$ cat config.mk
export PLATFORM = sky130hd
export DESIGN_NAME = rainbow_pixel_gen_flat
export DESIGN_NICKNAME = d
export VERILOG_FILES = /design/src/rtl/rainbow_pkg.sv /design/src/rtl/rainbow_pixel_gen_if.sv /design/src/rtl/rainbow_hue2rgb.sv /design/src/rtl/rainbow_pixel_gen.sv /design/src/flat_wrapper.sv
export SDC_FILE = /design/constraint.sdc
export NUM_CORES = 1
export LEC_CHECK = 0
export BUFFER_PORTS_ARGS = -buffer_cell sky130_fd_sc_hd__buf_4
export CAP_MARGIN = 20
export CORE_MARGIN = 4
export CORE_UTILIZATION = 40
export CTS_CLUSTER_DIAMETER = 30
export DETAILED_ROUTE_END_ITERATION = 6
export PLACE_DENSITY = 0.66
export SETUP_SLACK_MARGIN = 0.1
export SYNTH_ARGS = -nofsm -noshare
export SYNTH_HDL_FRONTEND = slang
export SYNTH_SLANG_ARGS = --single-unit
$ cat constraint.sdc
create_clock -name clk -period 3.93 [get_ports clk]
set_input_delay 0.393 -clock clk [delete_from_list [all_inputs] [get_ports clk]]
set_output_delay 0.393 -clock clk [all_outputs]
set_load 0.01 [all_outputs]
$ cat src/rtl/rainbow_pkg.sv
// -----------------------------------------------------------------------------
// rainbow_pkg
// Shared types and constants for the rainbow pixel generator:
//   rgb_t        packed {r,g,b}, 8 bits per channel
//   HUE_PERIOD   number of hue steps in one full colour wheel
//   HUE_SECTOR   hue steps per colour sector (three sectors per wheel)
//   gen_state_t  frame FSM states
//   hue_advance  hue accumulator update with wrap at HUE_PERIOD
// -----------------------------------------------------------------------------
package rainbow_pkg;

    typedef struct packed {
        logic [7:0] r;
        logic [7:0] g;
        logic [7:0] b;
    } rgb_t;

    localparam int HUE_PERIOD = 192;
    localparam int HUE_SECTOR = 64;

    typedef enum logic [1:0] {
        IDLE,
        RUN,
        DONE
    } gen_state_t;

    // Step is rng nibble + 1 (1..16). The 9-bit sum peaks at 191 + 16 = 207,
    // so a single conditional subtract is enough to wrap back into 0..191.
    function automatic logic [7:0] hue_advance(input logic [7:0] hue,
                                               input logic [3:0] step_m1);
        logic [8:0] sum;
        sum = {1'b0, hue} + {5'b0, step_m1} + 9'd1;
        if (sum >= 9'(HUE_PERIOD)) begin
            sum = sum - 9'(HUE_PERIOD);
        end
        return sum[7:0];
    endfunction

endpackage

$ cat src/rtl/rainbow_pixel_gen_if.sv
// -----------------------------------------------------------------------------
// rainbow_pixel_gen_if
// Pixel stream between the generator (master) and the image writer (slave).
//   pix_valid  master -> slave  pixel available
//   pix_ready  slave  -> master pixel accepted this cycle
//   pix_rgb    master -> slave  {R,G,B}
//   pix_x      master -> slave  column of the current pixel
//   pix_y      master -> slave  row of the current pixel
//   pix_last   master -> slave  current pixel is the final one of the frame
// -----------------------------------------------------------------------------
interface rainbow_pixel_gen_if #(
    parameter int XW = 6,
    parameter int YW = 6
);
    logic          pix_valid;
    logic          pix_ready;
    logic [23:0]   pix_rgb;
    logic [XW-1:0] pix_x;
    logic [YW-1:0] pix_y;
    logic          pix_last;

    modport master (
        output pix_valid, pix_rgb, pix_x, pix_y, pix_last,
        input  pix_ready
    );

    modport slave (
        input  pix_valid, pix_rgb, pix_x, pix_y, pix_last,
        output pix_ready
    );
endinterface

$ cat src/rtl/rainbow_hue2rgb.sv
// -----------------------------------------------------------------------------
// rainbow_hue2rgb
// Purely combinational hue (0..191) to RGB mapping: three 64-step sectors,
// each a linear cross-fade between two primaries.
//   hue  in   8-bit hue
//   rgb  out  rgb_t colour
// -----------------------------------------------------------------------------
module rainbow_hue2rgb
    import rainbow_pkg::*;
(
    input  logic [7:0] hue,
    output rgb_t       rgb
);

    logic [7:0] f;

    // Position inside the sector, scaled to 0..252.
    assign f = {hue[5:0], 2'b00};

    always_comb begin
        // NOTE: every output gets a default before the case so no path can
        // leave a bit unassigned and infer a latch.
        rgb = '0;
        case (hue[7:6])
            2'd0: begin
                rgb.r = 8'd255 - f;
                rgb.g = f;
            end
            2'd1: begin
                rgb.g = 8'd255 - f;
                rgb.b = f;
            end
            2'd2: begin
                rgb.r = f;
                rgb.b = 8'd255 - f;
            end
            default: rgb = '0;
        endcase
    end

endmodule

$ cat src/rtl/rainbow_pixel_gen.sv
// -----------------------------------------------------------------------------
// rainbow_pixel_gen
// Walks an IMG_W x IMG_H frame in raster order after a start pulse and emits
// one randomised-rainbow pixel per valid/ready handshake.
//   clk    in   system clock, rising edge
//   reset  in   asynchronous, active-low reset
//   rng    in   16-bit LFSR word; [3:0] hue step, [15:10] dither
//   start  in   one-cycle frame request (honoured only in IDLE)
//   busy   out  frame in progress
//   done   out  one-cycle pulse after the last pixel is accepted
//   pix    master side of rainbow_pixel_gen_if
// Build option: define RAINBOW_DITHER_EN to XOR registered rng[15:10] into
// the two LSBs of each colour channel.
// -----------------------------------------------------------------------------
module rainbow_pixel_gen
    import rainbow_pkg::*;
#(
    parameter int IMG_W = 64,
    parameter int IMG_H = 64,
    parameter int XW    = $clog2(IMG_W),
    parameter int YW    = (IMG_H > 1) ? $clog2(IMG_H) : 1
) (
    input  logic                clk,
    input  logic                reset,
    input  logic [15:0]         rng,
    input  logic                start,
    output logic                busy,
    output logic                done,
    rainbow_pixel_gen_if.master pix
);

    localparam logic [XW-1:0] X_MAX = XW'(IMG_W - 1);
    localparam logic [YW-1:0] Y_MAX = YW'(IMG_H - 1);

    gen_state_t    state_q, state_d;
    logic [7:0]    hue_q;
    logic [XW-1:0] x_q;
    logic [YW-1:0] y_q;
    logic          last;
    logic          hs;
    logic          launch;
    rgb_t          hue_rgb;
    rgb_t          out_rgb;

    // rng[9:4] never carries information here; [15:10] only with dither.
    logic unused_rng;
    assign unused_rng = ^rng[15:4];

    assign last   = (x_q == X_MAX) && (y_q == Y_MAX);
    assign hs     = (state_q == RUN) && pix.pix_ready;
    assign launch = (state_q == IDLE) && start;

    // ---------------- FSM ----------------
    always_ff @(posedge clk or negedge reset) begin
        if (!reset) begin
            state_q <= IDLE;
        end else begin
            // NOTE: sequential state uses non-blocking assignments so every
            // flop samples pre-edge values regardless of block ordering.
            state_q <= state_d;
        end
    end

    always_comb begin
        state_d = state_q;
        case (state_q)
            IDLE:    if (start)     state_d = RUN;
            RUN:     if (hs && last) state_d = DONE;
            DONE:    state_d = IDLE;
            default: state_d = IDLE;
        endcase
    end

    // ---------------- counters and hue accumulator ----------------
    always_ff @(posedge clk or negedge reset) begin
        if (!reset) begin
            hue_q <= '0;
            x_q   <= '0;
            y_q   <= '0;
        end else if (launch) begin
            hue_q <= '0;
            x_q   <= '0;
            y_q   <= '0;
        end else if (hs) begin
            hue_q <= hue_advance(hue_q, rng[3:0]);
            if (x_q == X_MAX) begin
                x_q <= '0;
                // Wrapping y on the final pixel leaves the counters at the
                // origin, so pix_last reads 0 outside a frame.
                y_q <= (y_q == Y_MAX) ? '0 : y_q + 1'b1;
            end else begin
                x_q <= x_q + 1'b1;
            end
        end
    end

    rainbow_hue2rgb u_hue2rgb (
        .hue (hue_q),
        .rgb (hue_rgb)
    );

`ifdef RAINBOW_DITHER_EN
    logic [5:0] dither_q;

    always_ff @(posedge clk or negedge reset) begin
        if (!reset) begin
            dither_q <= '0;
        end else if (launch || hs) begin
            dither_q <= rng[15:10];
        end
    end

    always_comb begin
        out_rgb        = hue_rgb;
        out_rgb.r[1:0] = hue_rgb.r[1:0] ^ dither_q[1:0];
        out_rgb.g[1:0] = hue_rgb.g[1:0] ^ dither_q[3:2];
        out_rgb.b[1:0] = hue_rgb.b[1:0] ^ dither_q[5:4];
    end
`else
    assign out_rgb = hue_rgb;
`endif

    // ---------------- outputs ----------------
    assign busy          = (state_q == RUN);
    assign done          = (state_q == DONE);
    assign pix.pix_valid = busy;
    // Colour is forced to zero outside RUN so idle/done outputs are all-zero.
    assign pix.pix_rgb   = busy ? out_rgb : 24'h0;
    assign pix.pix_x     = x_q;
    assign pix.pix_y     = y_q;
    assign pix.pix_last  = last;

endmodule

$ cat src/flat_wrapper.sv
// flat-port wrapper written by rule: the top's interface ports become plain ports
module rainbow_pixel_gen_flat import rainbow_pkg::*;
#(
    parameter int IMG_W = 64,
    parameter int IMG_H = 64,
    parameter int XW    = $clog2(IMG_W),
    parameter int YW    = (IMG_H > 1) ? $clog2(IMG_H) : 1
)
  (clk, reset, rng, start, busy, done, pix_pix_valid, pix_pix_rgb, pix_pix_x, pix_pix_y, pix_pix_last, pix_pix_ready);
  rainbow_pixel_gen_if #(.XW(XW), .YW(YW)) pix_i ();
  input  logic clk;
  input  logic reset;
  input  logic [15:0] rng;
  input  logic start;
  output logic busy;
  output logic done;
  output wire logic [$bits(pix_i.pix_valid)-1:0] pix_pix_valid;
  output wire logic [$bits(pix_i.pix_rgb)-1:0] pix_pix_rgb;
  output wire logic [$bits(pix_i.pix_x)-1:0] pix_pix_x;
  output wire logic [$bits(pix_i.pix_y)-1:0] pix_pix_y;
  output wire logic [$bits(pix_i.pix_last)-1:0] pix_pix_last;
  input wire logic [$bits(pix_i.pix_ready)-1:0] pix_pix_ready;
  assign pix_pix_valid = pix_i.pix_valid;
  assign pix_pix_rgb = pix_i.pix_rgb;
  assign pix_pix_x = pix_i.pix_x;
  assign pix_pix_y = pix_i.pix_y;
  assign pix_pix_last = pix_i.pix_last;
  assign pix_i.pix_ready = pix_pix_ready;
  rainbow_pixel_gen #(.IMG_W(IMG_W), .IMG_H(IMG_H), .XW(XW), .YW(YW)) u_core (.clk(clk), .reset(reset), .rng(rng), .start(start), .busy(busy), .done(done), .pix(pix_i));
endmodule
==> impl_metrics.py <==
metrics = {
    "status": {
        "status": "completed",
    },
    "logic_synthesis": {
        "ys_ff_latch": 22,
        "yosys.area.top_type_share_pct": 33.16,
        "netlist_area_mm2": 0.001660,
        "ys_warn_count": 0,
        "netlist_top_cells_area": "dfrtp_1 33%, nor2_1 9.0%, xor2_1 6.9%",
        "synth.net_count": 241,
        "synthCells": 212,
        "synth_cell_types": 41,
        "synth_edf_count": 0,
        "async_flop_share_pct": 100.0,
        "syn_avg_cell_area_um2": 7.832,
        "synth_ff_type": "dfrtp_1",
        "yosysTopAreaCell": "dfrtp_1",
        "seq_area_frac_synth_pct": 33.16,
    },
    "cts": {
        "cts_buffers": 3,
        "clk_latency_ps": 260,
        "clkSinkCount": 22,
        "ctsHtreeMaxLevel": 1,
        "cts_resized": 0,
        "post_cts_buffers": 0,
        "root_buffer": "clkbuf_8",
        "clk_pin_slew_ps": 80,
        "cts_tree": "yes",
        "ctsHoldBuffers": 0,
        "clock_path_buffers": 2,
    },
    "min_path": {
        "hold_class": "primary input to asynchronous set/reset pin",
    },
    "drt": {
        "dr.first_iter.drc_count": 74,
        "drt-total-wl_mm": 3.914,
        "route.vias.total": 1515,
        "post_drt_wl_per_cell_um": 13.13,
        "antenna_left": 0,
        "drtPass1Iterations": 4,
        "via_per_inst": 5.084,
        "drc": 0,
    },
    "cells_and_area": {
        "utilization_pct": 51.45,
        "drive_gt1_share_pct": 22.18,
        "final_area_mm2": 0.002058,
        "nets": 279,
        "syn_to_final_growth_pct": 23.96,
        "final.fill_count": 401,
        "n_antenna_cell": 0,
    },
    "worst_setup_path": {
        "crit_required_ps": 4080,
        "crit_arrival_ps": 3670,
        "r2r_start": "u_core.hue_q[0]",
        "endpoint_kind": "flip-flop",
        "rrSetupSlack_ps": 400,
        "cp_common_cell": "ha_1",
        "crit_path_max_incr_delay_ps": 520,
        "worst_r2r_path_depth": 14,
        "cp_max_fo": 7,
        "path_class": "flip-flop to flip-flop",
        "start_kind": "flip-flop",
        "crit_path_top_delay_cell": "dfrtp_1",
        "crit_chain": "inv_1 -> ha_1 -> fa_1 -> nand2b_1 -> a21oi_2 -> nand3_1 -> xnor2_2 -> ha_1 -> nor2b_1 -> nand4_1 -> mux2i_2 -> a21bo_1 -> a311oi_1 -> a221o_1",
        "timing.rr.end": "u_core.hue_q[6]",
    },
    "placed_design": {
        "post-place-ws_ps": 409.3,
        "gp_congestion": 0.8216,
        "io_buffers": 47,
        "dp_hpwl_mm": 2.926,
        "placed_area_mm2": 0.002009,
    },
    "sta": {
        "period_share_pct": 89.73,
        "setup_slack_ps": 403.7,
        "slew_headroom_pct": 56.46,
        "final.setup.tns_ps": 0,
        "worst_pin_slew_ps": 653.1,
        "setup_violations": 0,
        "finalHoldViolations": 0,
        "final_max_slew_viol_count": 0,
        "rsz0062_at_grt": "no",
        "post-route-min-period_ps": 3526,
        "fmax_mhz": 283.6,
        "clock-skew-final_ps": 4.436,
    },
    "floorplanning": {
        "die_x_um": 72.43,
        "ios": 60,
        "placement_rows": 23,
        "dieHeight_um": 72.43,
        "dieArea_mm2": 0.005245,
        "core-area_mm2": 0.004000,
        "initial_core_util_pct": 41.51,
    },
    "grt": {
        "grt_remaining_overflow": 0,
        "grt_pass1_wl_mm": 6.444,
        "grt_pass1_vias": 1356,
        "track_usage_pct": 15.18,
        "grt_max_degree": 23,
        "antenna_found_initial": 0,
    },
    "pwr": {
        "leakagePower_nw": 0.9925,
        "power_per_cell_area_mw_per_mm2": 606.3,
        "vdd_drop_max_mv": 0.2027,
    },
    "job": {
        "drv_cap": 0,
    },
}
-- cell usage in the layout, fill, tap and decap left out --
cell type	n
o2111ai_1	1
nand2_1	22
nand4_1	4
and4_1	1
nand2b_1	3
xnor2_2	1
and3b_1	1
nor4_1	1
fa_1	1
nor2b_1	3
and3_1	3
o21ai_1	1
a21oi_2	1
mux2i_1	1
mux2i_2	1
a21bo_1	1
a22oi_1	1
nand3_1	8
a31oi_1	1
a221o_1	1
or4_1	1
a311o_1	1
nor3_1	7
nor3b_1	1
xor2_1	13
or3_1	1
o21ai_0	11
a21bo_2	1
a211oi_1	3
nor2_1	40
a311oi_1	1
a21oi_1	13
dfrtp_1	22
a22o_1	1
xnor2_1	7
ha_1	8
buf_4	48
inv_1	8
a21o_1	1
clkbuf_8	3
-- synth_stat cells (all sizes together) (2+ instances only) --
master	n
clkbuf	8
and3	3
dfrtp	22
nand3	8
nor3	7
o21ai	12
nand4	4
nor2b	3
ha	8
a211oi	3
a21oi	14
xor2	13
nor2	40
nand2b	3
xnor2	8
nand2	22
mux2i	2
inv	8
buf	7
a21bo	2
-- critical path: cells and delay by family, from the launching register on --
kind | cells | cell delay (ps)
AO/OA/AOI/OAI | 4 | 850
XOR/XNOR | 1 | 220
adder cells (fa/ha/maj) | 3 | 850
flip-flops | 1 | 520
buffers and inverters | 1 | 100
AND/OR/NAND/NOR | 4 | 580
multiplexers | 1 | 290
-- worst max-delay path by stage --
stage	from	end	slack, ps	depth (start not counted)
finish	u_core.hue_q[0]	u_core.hue_q[6]	400	14
global route	u_core.hue_q[0]	u_core.hue_q[6]	110	14
CTS	u_core.hue_q[0]	u_core.hue_q[6]	380	14
detailed placement	u_core.hue_q[0]	u_core.hue_q[6]	410	14
global placement	u_core.hue_q[0]	u_core.hue_q[6]	410	14
floorplan	u_core.hue_q[0]	u_core.hue_q[6]	750	15
-- state kept, by name, summed over array words and instances, names as in the netlist --
register and cells:
u_core.hue_q 8, u_core.pix.pix_y 6, u_core.pix.pix_x 6, u_core.state_q 2
-- metal layers --
| metal | track usage [%] | routed length [um] | vias to the layer above |
|---|---|---|---|
| met2 | 23.96 | 1802 | 37 |
| met5 | 0 | 0 | - |
| met3 | 3.601 | 293 | 2 |
| met1 | 20.67 | 1795 | 683 |
| li1 | - | - | 793 |
| met4 | 4.508 | 23 | 0 |
-- report_power, final --
group / internal (W) / total [W] / switching, W / leakage [nW]
clock: 0.0000683 / 0.000136 / 0.0000678 / 0.0216
sequential: 0.000284 / 0.000408 / 0.000124 / 0.272
combinational: 0.000351 / 0.000704 / 0.000352 / 0.698
-- logic make-up after synthesis --
kind of cell             count (synthesis)  share of synthesized area [%]
flip-flops                              22                          33.16
buffers and inverters                   23                          6.255
AND/OR/NAND/NOR                         96                          26.15
adder cells (fa/ha/maj)                  9                          7.235
AO/OA/AOI/OAI                           39                          14.70
XOR/XNOR                                21                          11.08
multiplexers                             2                          1.432
-- cell type report --
class / instances / area [um2] / area share [%]
inverters: 8 / 30.03 / 1.459
multi-input cells: 167 / 1013 / 49.24
well taps: 50 / 62.56 / 3.040
clock buffers: 3 / 41.29 / 2.006
flip-flops and latches: 22 / 550.5 / 26.75
repair buffers: 48 / 360.3 / 17.51
-- metrics by stage --
step / cells / power [W] / hold WS (ps)
final: 298 / 0.001248 / 8.130
after global routing: 298 / 0.001358 / 19.53
after CTS: 298 / 0.001257 / 15.59
after detailed placement: 295 / 0.001120 / 297.8
after global placement: 295 / 0.001109 / 297.5
after floorplan: 212 / 0.0008316 / 97.41
No activity file was read; power rests on OpenSTA's default activity.
